==> src/rtl/demux_1x8_deser_if.sv <==
// demux_1x8_deser_if: bundle of the serial input, the parallel output handshake
// and the status signals of the 1-to-8 deserializer.
//   din, din_valid, sync      serial bit stream from the link
//   dout_ready, ovr_clr       consumer-side controls
//   dout, dout_valid          assembled byte and its valid flag
//   sel                       slot the next valid bit will be written to
//   overrun                   sticky "byte dropped" flag
// modport slave  : the deserializer itself
// modport master : whoever drives the stream and consumes the bytes
interface demux_1x8_deser_if;
  logic       din;
  logic       din_valid;
  logic       sync;
  logic       dout_ready;
  logic       ovr_clr;
  logic [7:0] dout;
  logic       dout_valid;
  logic [2:0] sel;
  logic       overrun;

  modport slave (
    input  din, din_valid, sync, dout_ready, ovr_clr,
    output dout, dout_valid, sel, overrun
  );

  modport master (
    output din, din_valid, sync, dout_ready, ovr_clr,
    input  dout, dout_valid, sel, overrun
  );
endinterface

==> src/rtl/demux_1x8_deser.sv <==
// demux_1x8_deser: serial-to-parallel deserializer. A 3-bit slot counter
// steers each valid serial bit into one of eight byte slots; the completed
// byte is offered on a valid/ready handshake. A byte that completes while
// the previous one is still unconsumed is dropped and flagged in overrun.
//   clk    system clock, rising edge
//   rst_n  asynchronous active-low reset
//   bus    demux_1x8_deser_if.slave (serial input, byte output, status)
// MSB_FIRST=0: slot k -> dout[k]; MSB_FIRST=1: slot k -> dout[7-k].
module demux_1x8_deser #(
  parameter bit MSB_FIRST = 1'b0
) (
  input  logic                     clk,
  input  logic                     rst_n,
  demux_1x8_deser_if.slave         bus
);

  logic [7:0] shadow;
  logic [7:0] shadow_next;
  logic [7:0] dout_q;
  logic       dout_valid_q;
  logic [2:0] sel_q;
  logic       overrun_q;
  logic [2:0] wr_slot;
  logic [2:0] wr_idx;
  logic       complete;
  logic       load;
  logic       drop;

  // sync forces the incoming bit into slot 0 regardless of the counter.
  always_comb begin
    wr_slot     = bus.sync ? 3'd0 : sel_q;
    wr_idx      = MSB_FIRST ? (3'd7 - wr_slot) : wr_slot;
    shadow_next = shadow;
    shadow_next[wr_idx] = bus.din;
  end

  assign complete = bus.din_valid && !bus.sync && (sel_q == 3'd7);
  assign load     = complete && (!dout_valid_q || bus.dout_ready);
  assign drop     = complete && dout_valid_q && !bus.dout_ready;

  always_ff @(posedge clk or negedge rst_n) begin
    if (!rst_n) begin
      shadow       <= 8'h00;
      dout_q       <= 8'h00;
      dout_valid_q <= 1'b0;
      sel_q        <= 3'd0;
      overrun_q    <= 1'b0;
    end else begin
      if (bus.din_valid) begin
        shadow <= shadow_next;
        // 3-bit counter wraps 7 -> 0 on the completing bit.
        sel_q  <= bus.sync ? 3'd1 : (sel_q + 3'd1);
      end

      if (load) begin
        dout_q       <= shadow_next;
        dout_valid_q <= 1'b1;
      end else if (dout_valid_q && bus.dout_ready) begin
        dout_valid_q <= 1'b0;
      end

      // A drop in the same cycle as a clear must leave the flag set.
      if (drop) begin
        overrun_q <= 1'b1;
      end else if (bus.ovr_clr) begin
        overrun_q <= 1'b0;
      end
    end
  end

  assign bus.dout       = dout_q;
  assign bus.dout_valid = dout_valid_q;
  assign bus.sel        = sel_q;
  assign bus.overrun    = overrun_q;

endmodule
==> src/flat_wrapper.sv <==
// flat-port wrapper written by rule: the top's interface ports become plain ports
module demux_1x8_deser_flat 
#(
  parameter bit MSB_FIRST = 1'b0
)
  (clk, rst_n, bus_din, bus_din_valid, bus_sync, bus_dout_ready, bus_ovr_clr, bus_dout, bus_dout_valid, bus_sel, bus_overrun);
  demux_1x8_deser_if bus_i ();
  input  logic clk;
  input  logic rst_n;
  input wire logic [$bits(bus_i.din)-1:0] bus_din;
  input wire logic [$bits(bus_i.din_valid)-1:0] bus_din_valid;
  input wire logic [$bits(bus_i.sync)-1:0] bus_sync;
  input wire logic [$bits(bus_i.dout_ready)-1:0] bus_dout_ready;
  input wire logic [$bits(bus_i.ovr_clr)-1:0] bus_ovr_clr;
  output wire logic [$bits(bus_i.dout)-1:0] bus_dout;
  output wire logic [$bits(bus_i.dout_valid)-1:0] bus_dout_valid;
  output wire logic [$bits(bus_i.sel)-1:0] bus_sel;
  output wire logic [$bits(bus_i.overrun)-1:0] bus_overrun;
  assign bus_i.din = bus_din;
  assign bus_i.din_valid = bus_din_valid;
  assign bus_i.sync = bus_sync;
  assign bus_i.dout_ready = bus_dout_ready;
  assign bus_i.ovr_clr = bus_ovr_clr;
  assign bus_dout = bus_i.dout;
  assign bus_dout_valid = bus_i.dout_valid;
  assign bus_sel = bus_i.sel;
  assign bus_overrun = bus_i.overrun;
  demux_1x8_deser #(.MSB_FIRST(MSB_FIRST)) u_core (.clk(clk), .rst_n(rst_n), .bus(bus_i));
endmodule
==> config.mk <==
export PLATFORM = sky130hd
export DESIGN_NAME = demux_1x8_deser_flat
export DESIGN_NICKNAME = d
export VERILOG_FILES = /design/src/rtl/demux_1x8_deser_if.sv /design/src/rtl/demux_1x8_deser.sv /design/src/flat_wrapper.sv
export SDC_FILE = /design/constraint.sdc
export NUM_CORES = 1
export LEC_CHECK = 0
export CAP_MARGIN = 20
export CELL_PAD_IN_SITES_DETAIL_PLACEMENT = 1
export CELL_PAD_IN_SITES_GLOBAL_PLACEMENT = 2
export CORE_MARGIN = 1.5
export CORE_UTILIZATION = 35
export DETAILED_ROUTE_END_ITERATION = 8
export HOLD_SLACK_MARGIN = 0.12
export PLACE_DENSITY_LB_ADDON = 0.1
export SLEW_MARGIN = 15
export SYNTH_ARGS = -nofsm -noshare
export SYNTH_HDL_FRONTEND = slang
export SYNTH_SLANG_ARGS = --single-unit
==> constraint.sdc <==
create_clock -name clk -period 5 [get_ports clk]
set_clock_uncertainty 0.15 [all_clocks]
set_input_delay 1 -clock clk [delete_from_list [all_inputs] [get_ports clk]]
set_output_delay 1 -clock clk [all_outputs]
set_load 0.05 [all_outputs]
## After elaboration in Yosys (flattened, before gate mapping)

Cells that the tools add are included.

- Register bits: 21
- Bits of input ports: 7

- Add/sub/neg operators: 1
- Magnitude comparators: 2
- Equality and inequality tests: 1
- Muxes and demuxes: 9
- Reductions and logical operators: 13

Operators with widths:

| kind | count |
|---|---|
| $bwmux W8 | 1 |
| $logic_and A1 B1 Y1 | 7 |
| $mux W3 | 2 |
| $mux W1 | 5 |
| $lt A3 B4 Y1 const B | 1 |
| $reduce_bool A2 Y1 | 2 |
| $add A3 B1 Y3 const B | 1 |
| $demux W1 S3 | 1 |
| $eq A3 B3 Y1 const B | 1 |
| $ge A3 B1 Y1 const B | 1 |
| $logic_not A1 Y1 | 3 |
| $logic_or A1 B1 Y1 | 1 |

## Longest topological paths before layout

- Depth in word-level cells: 6
- Gate-level depth with buffers: 7
- Gate-level depth less buffers: 5

## Worst setup path before layout

Ideal clock, no wire load.

- Path type: input port to flip-flop
- Start: input port bus_dout_ready
- End: register u_core.dout_q[3] (netlist: u_core.bus.dout[3])
- Library setup time: 0.125 ns
- Data arrival time: 1.920 ns
- Setup slack: 2.805 ns
- Stages: 5
- Path through: nand2b_1 clkbuf_1 and2_1 buf_4 mux2_4

- Word-level cells in the longest chain between the ends: 2

Ends and longest elaborated chain:

| item | RTL line | source |
|---|---|---|
| start: declaration | flat_wrapper.sv:13 | `input wire logic [$bits(bus_i.dout_ready)-1:0] bus_dout_ready;` |
| $logic_or A1 B1 Y1 | demux_1x8_deser.sv:38 | `assign load = complete && (!dout_valid_q \|\| bus.dout_ready);` |
| $logic_and A1 B1 Y1 | demux_1x8_deser.sv:38 |  |
| end signal: assignment | demux_1x8_deser.sv:56 | `dout_q <= shadow_next;` |
| end: declaration | demux_1x8_deser.sv:19 | `logic [7:0] dout_q;` |

Every way passes these cells.
A chain may end at the register's enable or synchronous reset.

## Worst setup path in the final report

- Start: register u_core.sel_q[0] (netlist: u_core.bus.sel[0])
- End: output port bus_sel[0]

RTL lines:

| item | RTL line | source |
|---|---|---|
| start: declaration | demux_1x8_deser.sv:21 | `logic [2:0] sel_q;` |
| start signal: assignment | demux_1x8_deser.sv:52 | `sel_q <= bus.sync ? 3'd1 : (sel_q + 3'd1);` |
| end: declaration | flat_wrapper.sv:17 | `output wire logic [$bits(bus_i.sel)-1:0] bus_sel;` |

No word-level cell between the ends.

==> flow_summary.rst <==
.. list-table::
   :header-rows: 1

   * - Metric
     - Value
   * - Detailed Route Iter0 Violations
     - 13
   * - Metal2 WL
     - roughly 1100 um
   * - Synth top area cells
     - sky130_fd_sc_hd__dfrtp_1 49%, sky130_fd_sc_hd__mux2_2 7.4%, sky130_fd_sc_hd__a21oi_1 7.1%
   * - Number of flip-flops and latches in the synthesized netlist
     - 21
   * - Worst-case reg-to-reg path depth
     - 5
   * - Transition time at the pin with the least slew margin
     - 0.4984 ns
   * - Clock buffers created by TritonCTS
     - 3
   * - Worst slew margin
     - between 60% and 70%
   * - Worst hold path type
     - reg -> reg
   * - Register cell area after layout
     - 525.5 um^2
   * - Number of gates on the worst path with buffers counted
     - 1
   * - Placement-stage worst setup slack
     - 1.944 ns
   * - Total power
     - about 0.0006 W
   * - Pwr dens
     - roughly 480 nW/um^2
   * - Largest buffer count on any clock path
     - 2
   * - Required arrival time at the worst endpoint
     - slightly below 4 ns
   * - Number of iterations in the first detailed-routing pass
     - 4
   * - Fraction of synthesized cell area taken by the top area cell type
     - ~50%
   * - Number of global-route vias before repair
     - between 700 and 800
   * - CP Class
     - reg -> out
   * - Cell taking the most area after synthesis
     - sky130_fd_sc_hd__dfrtp_1
   * - Fin Setup TNS
     - 0 ns
   * - Shortest period the worst path allows
     - ~3.0 ns
   * - Post-synth net total
     - about 110
   * - Synth-to-layout area growth
     - 19.88%
   * - Wirelength, routed
     - 2288 um
   * - Remaining antenna violation count after routing
     - 0
   * - Clock tree from TritonCTS
     - yes
   * - Slew Viols, Final
     - 0
   * - Synth Cell Area
     - about 1100 um^2
   * - WP buf/inv
     - 1
   * - Core area
     - ~2800 um^2
   * - CTS-repair resized insts
     - 0
   * - Wire length of the first global-routing pass
     - about 3900 um
   * - Number of warnings printed during yosys synthesis
     - 0
   * - Run status
     - completed
   * - Overall die width
     - a little under 60 um
   * - Chain of cells forming the critical path
     - clkdlybuf4s50_1
   * - Sinks on the clock net
     - 21
   * - Detail-routed net length per standard cell
     - 15.89 um
   * - Initial antenna violation count
     - 0
   * - Effective utilization at floorplan
     - a little under two fifths
   * - RSZ-0062 raised after global routing
     - no
   * - Number of nets in the layout
     - around 120
   * - Leakage dissipation
     - 0.5332 nW
   * - Number of post-CTS setup repair buffers
     - 0
   * - Number of standard cells after synthesis
     - 98
   * - Vias after detailed routing
     - 796
   * - Clock edge transition at the registers on the reported setup and hold paths
     - 0.12 ns
   * - Post-synthesis sequential area ratio
     - 49.41%
   * - Setup violations, final
     - 0
   * - Kind of cell with the highest combined delay on the critical path
     - buffers and inverters
   * - Number of hold violations in the final report
     - 0
   * - GR Overflow Total
     - 0
   * - Post-detail-place hpwl
     - ~1600 um
   * - Port buffer count
     - 19
   * - Instance area at placement
     - 1236 um^2
   * - Final standard cell utilization of the core
     - a little under half
   * - Residual DRC count
     - 0
   * - Number of placement rows
     - 19
   * - Slowest cell on the critical path
     - sky130_fd_sc_hd__clkdlybuf4s50_1
   * - Final worst-path cycle share
     - between 50 and 60%
   * - Worst skew pair latency
     - about 0.3 ns
   * - Max-cap violations
     - 0
   * - Arr. time, crit path
     - between 1.5 and 2 ns
   * - Footprint of the multi-input gates
     - 466.7 um^2
   * - Largest net degree at the start of global routing
     - 22
   * - ANT cells
     - 0
   * - Sum of met3 wire segment lengths after detailed routing
     - 79 um
   * - Overall routing resource usage
     - between 10% and 20%
   * - Post-CTS Hold Fix Bufs
     - 0
   * - Top layer in use
     - met4
   * - Detailed-routing wirelength on met1
     - 1129 um
   * - Chip height
     - just under 60 um
   * - Achievable Freq
     - between 0.3 and 0.4 GHz
   * - Cell depth of the worst hold path
     - 1
   * - Maximum level of the CTS H-tree
     - 1
   * - Via-to-Cell Ratio
     - roughly 5.5
   * - Share of cells above drive strength 1
     - between 10% and 20%
   * - Setup slack after layout
     - ~2.0 ns
   * - Peak per-stage delay on the critical path
     - 0.89 ns
   * - Die area
     - approximately 3400 um^2
   * - Critical path launch point type
     - register
   * - # IOs
     - 20
   * - Avg Cell Area, Syn
     - approximately 11 um^2
   * - Routability congestion estimate from global placement
     - between 0.7 and 0.8
   * - Root buffer cell
     - sky130_fd_sc_hd__clkbuf_4
   * - Number of distinct library cells after synthesis
     - 27
   * - Maximum vdd ir drop
     - between 0.2 and 0.25 mV
   * - Type of element capturing the critical path
     - primary output
   * - Filler Cell Count
     - 329
   * - CP Max Fanout
     - 16
   * - Area of all placed cells without fillers
     - 1275 um^2
-- cell type report --
cell class | instances | area share [%]
Inverter | 4 | 1.178
Clock inverter | 1 | 0.3925
Multi-Input combinational cell | 64 | 36.60
Tap cell | 31 | 3.042
Sequential cell | 21 | 41.22
Timing Repair Buffer | 20 | 15.80
Clock buffer | 3 | 1.766
-- per-layer routing --
metal / GRT usage [%] / vias to the layer above
li1: - / 376
met1: 23.74 / 402
met2: 21.27 / 16
met3: 2.009 / 2
met4: 5.980 / 0
met5: 0 / -
-- worst paths after layout --
path                                    from            endpoint  slack, ns
max reg2reg                u_core.bus.sel[0]  u_core.bus.dout[3]       2.67
max                        u_core.bus.sel[0]          bus_sel[0]       2.01
min                         u_core.shadow[5]    u_core.shadow[5]       0.37
min reg2reg                 u_core.shadow[5]    u_core.shadow[5]       0.37
min in group asynchronous              rst_n   u_core.bus.sel[0]       0.84
max in group asynchronous              rst_n  u_core.bus.dout[7]       3.39
-- synthesized netlist by cell type (all sizes together) --
cell	instances
a21oi	15
a2bb2oi	1
and2	1
and3b	1
and4bb	3
buf	6
clkbuf	3
dfrtp	21
ha	2
inv	4
mux2	8
mux2i	6
nand2	6
nand2b	1
nand3b	1
nand4b	1
nor2	4
nor2b	1
nor3	3
nor3b	1
nor4b	3
o21ai	4
o22ai	1
o311a	1
-- cells by family after synthesis --
family / synth area share [%]
and+or+nand+nor: 15.77
AOI/OAI and AO/OA: 11.29
DFF: 49.41
muxes: 14.47
buffers and inverters: 6.705
adders and majority gates: 2.353
-- cells in the final DEF, fill, tap and decap left out --
cell                              netlist  routed
sky130_fd_sc_hd__nor4b_1                3       3
sky130_fd_sc_hd__o21ai_0                4       4
sky130_fd_sc_hd__nor2b_1                1       1
sky130_fd_sc_hd__and4bb_2               3       3
sky130_fd_sc_hd__mux2i_1                6       6
sky130_fd_sc_hd__nand2b_1               1       1
sky130_fd_sc_hd__nand4b_1               1       1
sky130_fd_sc_hd__nor2_1                 4       4
sky130_fd_sc_hd__nand3b_1               1       1
sky130_fd_sc_hd__clkinv_2               0       1
sky130_fd_sc_hd__clkbuf_4               0       3
sky130_fd_sc_hd__mux2_2                 7       7
sky130_fd_sc_hd__buf_6                  2       1
sky130_fd_sc_hd__a21oi_1               15      15
sky130_fd_sc_hd__ha_1                   2       2
sky130_fd_sc_hd__clkdlybuf4s50_1        0      19
sky130_fd_sc_hd__and3b_1                1       1
sky130_fd_sc_hd__mux2_4                 1       1
sky130_fd_sc_hd__o22ai_1                1       1
sky130_fd_sc_hd__nor3b_1                1       1
sky130_fd_sc_hd__and2_1                 1       1
sky130_fd_sc_hd__inv_1                  4       4
sky130_fd_sc_hd__nand2_1                6       6
sky130_fd_sc_hd__nor3_1                 3       3
sky130_fd_sc_hd__dfrtp_1               21      21
sky130_fd_sc_hd__a2bb2oi_1              1       1
sky130_fd_sc_hd__o311a_1                1       1
-- state kept, by name, indices dropped and copies added (netlist names) --
register,count
u_core.bus.sel,3
u_core.bus.dout_valid,1
u_core.shadow,8
u_core.bus.dout,8
u_core.bus.overrun,1
-- stage by stage --
step,hold WS [ns],std cells
after floorplan,0.3253,98
after global placement,0.3405,139
after detailed placement,0.3446,139
after CTS,0.3747,143
after global routing,0.3994,144
final,0.3701,144
-- power by group --
group	switching [W]	internal [W]	total (W)
Combinational	0.000168	0.000103	0.000271
Sequential	0.0000370	0.000219	0.000256
Clock	0.0000527	0.0000298	0.0000825
-- worst reg2reg max path, cell delays in order, from the launching register on --
cell	delay (ns)
sky130_fd_sc_hd__dfrtp_1	0.65
sky130_fd_sc_hd__ha_1	0.23
sky130_fd_sc_hd__ha_1	0.17
sky130_fd_sc_hd__and3b_1	0.34
sky130_fd_sc_hd__and2_1	0.36
sky130_fd_sc_hd__mux2_4	0.33
No activity file was read; power rests on OpenSTA's default activity.
